===== config.mk =====
export PLATFORM = sky130hd
export DESIGN_NAME = spi_flash_arbiter
export DESIGN_NICKNAME = d
export VERILOG_FILES = /design/src/rtl/spi_flash_arbiter.sv
export SDC_FILE = /design/constraint.sdc
export NUM_CORES = 1
export LEC_CHECK = 0
export ABC_CLOCK_PERIOD_IN_PS = 2700
export CORE_ASPECT_RATIO = 0.7
export CORE_MARGIN = 10
export CORE_UTILIZATION = 55
export DETAILED_ROUTE_END_ITERATION = 16
export PLACE_DENSITY = 0.82
export SLEW_MARGIN = 5
export SYNTH_ARGS = -nofsm -noshare
export SYNTH_HDL_FRONTEND = slang
export SYNTH_SLANG_ARGS = --single-unit

===== constraint.sdc =====
create_clock -name clk -period 2.7 [get_ports clk]
set_clock_uncertainty 0.1 [all_clocks]
set_input_delay 0.54 -clock clk [delete_from_list [all_inputs] [get_ports clk]]
set_output_delay 0.54 -clock clk [all_outputs]
set_load 0.1 [all_outputs]

===== src/rtl/spi_flash_arbiter.sv =====
// spi_flash_arbiter
//   Shares one SPI flash port between two requesters (0: JTAG-to-SPI bridge,
//   1: fabric flash engine). Ownership is granted per transaction, ties are
//   resolved round-robin, and a chip-select-high guard interval separates
//   owners. A watchdog revokes a grant that is held for too long.
//
// Parameters
//   CSH_CYCLES  guard cycles with spi_cs_n forced high after a release (1..255)
//   TIMEOUT     maximum grant length in cycles, 0 disables the watchdog
//
// Ports
//   clk, rst                 clock, asynchronous active-high reset
//   req0/req1                level transaction requests
//   gnt0/gnt1                registered one-hot grants
//   cs0_n/sck0/mosi0 (and 1) requester SPI signals
//   miso0/miso1              flash data routed back to the owner only
//   spi_cs_n/spi_sck/spi_mosi/spi_miso  flash-side SPI pins
//   busy                     high while in GRANT or GUARD
//   owner                    current or last grantee
//   timeout_evt              one-cycle pulse when the watchdog revokes a grant
module spi_flash_arbiter #(
  parameter int unsigned CSH_CYCLES = 4,
  parameter int unsigned TIMEOUT    = 65535
) (
  input  logic clk,
  input  logic rst,
  input  logic req0,
  input  logic req1,
  output logic gnt0,
  output logic gnt1,
  input  logic cs0_n,
  input  logic cs1_n,
  input  logic sck0,
  input  logic sck1,
  input  logic mosi0,
  input  logic mosi1,
  output logic miso0,
  output logic miso1,
  output logic spi_cs_n,
  output logic spi_sck,
  output logic spi_mosi,
  input  logic spi_miso,
  output logic busy,
  output logic owner,
  output logic timeout_evt
);

  typedef enum logic [1:0] {IDLE, GRANT, GUARD} state_t;

  state_t      state_reg, state_next;
  logic        owner_reg, owner_next;
  logic        last_reg, last_next;
  logic [1:0]  gnt_reg, gnt_next;
  logic [1:0]  lock_reg, lock_next;
  logic [7:0]  guard_reg, guard_next;
  logic [15:0] wd_reg, wd_next;
  logic        timeout_reg, timeout_next;

  logic [1:0] req, cs_n, sck, mosi, miso, eligible;
  logic       pick, wd_expire, granted;

  assign req  = {req1, req0};
  assign cs_n = {cs1_n, cs0_n};
  assign sck  = {sck1, sck0};
  assign mosi = {mosi1, mosi0};

  // TIMEOUT == 0 disables expiry entirely.
  assign wd_expire = (TIMEOUT != 0) && (wd_reg == 16'(TIMEOUT - 1));
  assign granted   = (state_reg == GRANT);

  // A requester revoked by the watchdog stays ineligible until it drops req.
  // Flash data is only returned to the current owner while granted.
  generate
    for (genvar gi = 0; gi < 2; gi++) begin : g_req
      assign eligible[gi] = req[gi] & ~lock_reg[gi];
      assign miso[gi]     = (granted && (owner_reg == 1'(gi))) ? spi_miso : 1'b0;
    end
  endgenerate

  always_ff @(posedge clk or posedge rst) begin
    if (rst) begin
      state_reg   <= IDLE;
      owner_reg   <= 1'b0;
      last_reg    <= 1'b1;
      gnt_reg     <= 2'b00;
      lock_reg    <= 2'b00;
      guard_reg   <= 8'd0;
      wd_reg      <= 16'd0;
      timeout_reg <= 1'b0;
    end else begin
      state_reg   <= state_next;
      owner_reg   <= owner_next;
      last_reg    <= last_next;
      gnt_reg     <= gnt_next;
      lock_reg    <= lock_next;
      guard_reg   <= guard_next;
      wd_reg      <= wd_next;
      timeout_reg <= timeout_next;
    end
  end

  always_comb begin
    state_next   = state_reg;
    owner_next   = owner_reg;
    last_next    = last_reg;
    gnt_next     = gnt_reg;
    guard_next   = guard_reg;
    wd_next      = wd_reg;
    timeout_next = 1'b0;
    // Locks clear in any cycle the locked requester has req low.
    lock_next    = lock_reg & req;
    pick         = 1'b0;

    case (state_reg)
      IDLE: begin
        if (|eligible) begin
          // On a tie the requester that did not own the port last wins.
          pick       = (eligible == 2'b11) ? ~last_reg : eligible[1];
          owner_next = pick;
          last_next  = pick;
          gnt_next   = pick ? 2'b10 : 2'b01;
          wd_next    = 16'd0;
          state_next = GRANT;
        end
      end
      GRANT: begin
        wd_next = wd_reg + 16'd1;
        if (!req[owner_reg] || wd_expire) begin
          state_next = GUARD;
          gnt_next   = 2'b00;
          guard_next = 8'(CSH_CYCLES - 1);
          if (wd_expire) begin
            timeout_next = 1'b1;
            // If req is already low the lock would clear this cycle anyway.
            lock_next[owner_reg] = req[owner_reg];
          end
        end
      end
      GUARD: begin
        if (guard_reg == 8'd0) begin
          state_next = IDLE;
        end else begin
          guard_next = guard_reg - 8'd1;
        end
      end
      default: state_next = IDLE;
    endcase
  end

  // Data paths are purely combinational; outside GRANT the flash is parked
  // with chip select high, which also truncates any command still in flight.
  assign spi_cs_n    = granted ? cs_n[owner_reg] : 1'b1;
  assign spi_sck     = granted ? sck[owner_reg]  : 1'b0;
  assign spi_mosi    = granted ? mosi[owner_reg] : 1'b0;
  assign miso0       = miso[0];
  assign miso1       = miso[1];
  assign gnt0        = gnt_reg[0];
  assign gnt1        = gnt_reg[1];
  assign busy        = (state_reg != IDLE);
  assign owner       = owner_reg;
  assign timeout_evt = timeout_reg;

endmodule


Yosys cells after proc, flatten, opt, wreduce, memory -nomap -nowiden
Index checks and enable logic that the tools add are counted.
- logic and storage cells: 79
- output and inout bits: 10
- bits in registers: 33
- add/sub/neg operators: 2
- order comparisons: 2
- muxes and demuxes: 36
- equal/unequal tests: 8
- reduce and logical (&&, ||, !) cells: 16
- bitwise gates (word level): 7
- operators by type and width (operator ; count):
    $pmux W16 S2 ; 1
    $mux W1 ; 18
    $mux W2 ; 9
    $add A16 B1 Y16 const B ; 1
    $eq A16 B16 Y1 const B ; 1
    $mux W16 ; 1
    $mux W8 ; 2
    $pmux W8 S2 ; 1
    $reduce_and A3 Y1 ; 3
    $logic_not A8 Y1 ; 1
    $sub A8 B1 Y8 const B ; 1
    $ne A2 B2 Y1 const B ; 3
    $pmux W2 S3 ; 1
    $reduce_bool A2 Y1 ; 3
    $eq A2 B2 Y1 const B ; 2
    $not A1 Y1 ; 4
    $pmux W2 S2 ; 1
    $reduce_and A2 Y1 ; 2
    $logic_and A1 B1 Y1 ; 3
    $and A1 B1 Y1 ; 2
    $and A2 B2 Y2 ; 1
    $bwmux W2 ; 1
    $eq A2 B1 Y1 const B ; 1
    $logic_not A2 Y1 ; 1
    other kinds (7) ; 7

Depth between registers and ports, before layout
- word-level depth: 8
- depth in mapped cells: 6
- depth with buffers taken out: 6

Worst setup path before layout
OpenSTA, ideal clock, no wires.
- kind: register to output
- start point: reg owner_reg, in the netlist owner
- end point: out spi_mosi
- data required time: 2.060 ns
- setup slack: -0.548 ns
- data arrival time: 2.608 ns
- stages on the path, launching flop included: 4
- path through: dfrtp_1 > clkbuf_1 > mux2i_1 > nor2_1
- longest elaborated chain between the ends: 3
- ends and longest elaborated chain (element ; RTL line ; RTL):
    start, declared ; 51 ; logic owner_reg, owner_next;
    start signal, assigned ; 92 ; owner_reg <= owner_next;
    $mux W1 (implied by the code) (2 in a row) ; 154 ; assign spi_mosi = granted ? mosi[owner_reg] : 1'b0;
    $mux W1 ; 154 ;
    end, declared ; 41 ; output logic spi_mosi,
No other way between the ends. The select of a mux whose other input is x is not followed.

Worst setup path after layout
- start point: reg state_reg[0]
- end point: out spi_mosi
- longest elaborated chain between the ends: 2
- ends and longest elaborated chain (element ; RTL line ; RTL):
    start, declared ; 50 ; state_t state_reg, state_next;
    start signal, assigned ; 91 ; state_reg <= state_next;
    $eq A2 B1 Y1 ; 69 ; assign granted = (state_reg == GRANT);
    $mux W1 ; 154 ;
No other way between the ends.

==> reports/metrics.yaml <==
outcome: "finished, final reports clean"
port-buffer-count: 20
routed_wl_um: 4046
dpl.hpwl_um: 3058
synthMostInstantiatedCell: "dfrtp_1"
largest_reg_flops: 16
layout_setup_ws_ns: 0.4074
drt_iter0_drc: 170
n_antenna_cell: 0
pre_cts_ws_ns: 0.5105
synthDistinctLibCells: 44
hold_path_depth: 2
antenna_found_initial: 0
core_um2: 3148
hold_buffers: 0
leakage_nw: 0.9965
cts_sinks: 33
drc: 0
worstRegToRegCells: 6
die_area_um2: 5980
wl_met2_um: 1644
clk_latency_ns: 0.30
fmax_mhz: 436.2
grt_pass1_vias: 1430
antenna_left: 0
fp.dieH_um: 67.77
period_share_pct: 84.91
multiInputGateArea_um2: 917.1
area_growth_pct: 22.40
design_area_um2: 2195
timing.final.hold_violations: 0
top_layer: "met4"
vias: 1512
reg2reg_setup_slack_ns: 0.58
via_per_inst: 6.097
grt_start_max_net_pins: 34
tightest_slew_ns: 0.5495
clk_pin_slew_ns: 0.06
synth_common_cells: "32 x dfrtp_1, 21 x nand2_1, 13 x nor2_1"
routedWlPerCell_um: 16.31
placed_area_um2: 2093
wl_met1_um: 1981
root_buffer: "clkbuf_8"
nets: 224
overflow: 0
maxCapViolCount: 0
cts_tree: "done"
period_minus_slack_ns: 2.293
wl_met3_um: 381
gp_congestion: 0.8600
synth_edf_count: 0
setup_violations: 0
postSynthAreaPerCell_um2: 9.692
htreeDepth: 2
synth_top_area_cell: "dfrtp_1"
vdd_drop_max_uv: 983.6
path_class: "flop to output pin"
slew_viol_final: 0
synth_area_um2: 1793
syn_inst: 185
cts_setup_buffers: 0
fill_cells: 232
arrival_ns: 1.65
syn_nets: 200
ys_async_sr_fraction_pct: 100.0
cts_buffers: 5
grt.total_usage_pct: 15.10
synth_seq_cells: 33
cp_data_required_time_ns: 2.06
finalSetupTns_ns: 0
drive_above_1_share_pct: 17.62
start_util_pct: 56.96
final-seq-area_um2: 827.0
rsz0062_at_grt: "false"
cp-end-kind: "output pin"
dieWidth_um: 88.24
cts_buffer_depth: 2
io_pins: 21
startpoint_type: "flop"
slew_headroom_pct: 62.85
ys_warn_count: 0
worst-path-max-fanout: 10
synth.area.top_cells: "dfrtp_1 45%, mux2i_1 4.5%, nand2_1 4.4%"
row_count: 17
grt_first_pass_wirelength_um: 6989
ys.flop_type: "dfrtp_1"
drt_pass1_iterations: 4
ys_seq_area_share_pct: 46.13
synth_top_area_share_pct: 44.66
cellPowerDensity_nw_per_um2: 1038
final_core_util_pct: 69.71
post_cts_resized: 0
hold_path_class: "flop to flop"
worst paths after layout:
| check | startpoint | end |
|---|---|---|
| max reg2reg | guard_reg[0] | guard_reg[1] |
| min reg2reg | last_reg | last_reg |
| max in group asynchronous | rst | last_reg |
| min in group asynchronous | rst | gnt_reg[0] |
| max | state_reg[0] | spi_mosi |
| min | last_reg | last_reg |
cell families after synthesis:
| family | Yosys count | share of synthesized area (%) |
|---|---|---|
| AOI/OAI and AO/OA | 44 | 17.10 |
| xor gates and xnor gates | 6 | 2.931 |
| adders and majority gates | 4 | 2.791 |
| buffers and inverters | 16 | 3.489 |
| DFF | 33 | 46.13 |
| muxes | 8 | 4.466 |
| and+or+nand+nor | 74 | 23.10 |
power breakdown:
| group | leakage (nW) | switching, mW | internal (mW) |
|---|---|---|---|
| registers | 0.441 | 0.162 | 0.602 |
| clock network | 0.0542 | 0.179 | 0.230 |
| logic | 0.502 | 0.737 | 0.367 |
| total | 0.996 | 1.08 | 1.20 |
layer usage:
layer	global-route usage (%)	vias up
li1	-	722
met1	20.66	727
met2	20.81	58
met3	5.649	5
met4	6.426	0
met5	0	-
critical path, cell delays in order, from the launching register on:
cell and delay, ns:
dfrtp_1 0.55, nand2b_1 0.36, nor2_2 0.25, buf_12 0.19
metrics by stage:
step                instances  power [mW]  hold WS [ns]
floorplan                 185       1.550        0.3374
global placement          240       1.839        0.3479
detailed placement        240       1.873        0.3607
CTS                       248       2.285        0.3704
global route              248       2.417        0.3795
finish                    248       2.277        0.3744
final cells by class:
| cell class | count | area share, % |
|---|---|---|
| flip-flops and latches | 33 | 37.69 |
| multi-input cells | 136 | 41.79 |
| repair buffers | 24 | 12.20 |
| inverters | 9 | 1.539 |
| clock inverters | 1 | 0.2281 |
| clock buffers | 7 | 4.390 |
| well taps | 38 | 2.166 |
cell usage in the layout (no fill, tap or decap), drive strengths merged, types with 2 or more instances in the layout:
master and count:
buf 14, nor3 4, or2 4, nand3 5, ha 4, and3 2, xor2 6, a22o 2
o211ai 6, nand4 7, nand2b 2, o21ai 11, nor4b 2, o2bb2ai 2, inv 9, nor2 13
mux2i 8, a21oi 7, nor2b 4, o31ai 6, dfrtp 32, nand2 21, clkbuf 7, or3 3
or4 3, clkdlybuf4s50 10, a21boi 2
Power figures use the tool's default switching activity.
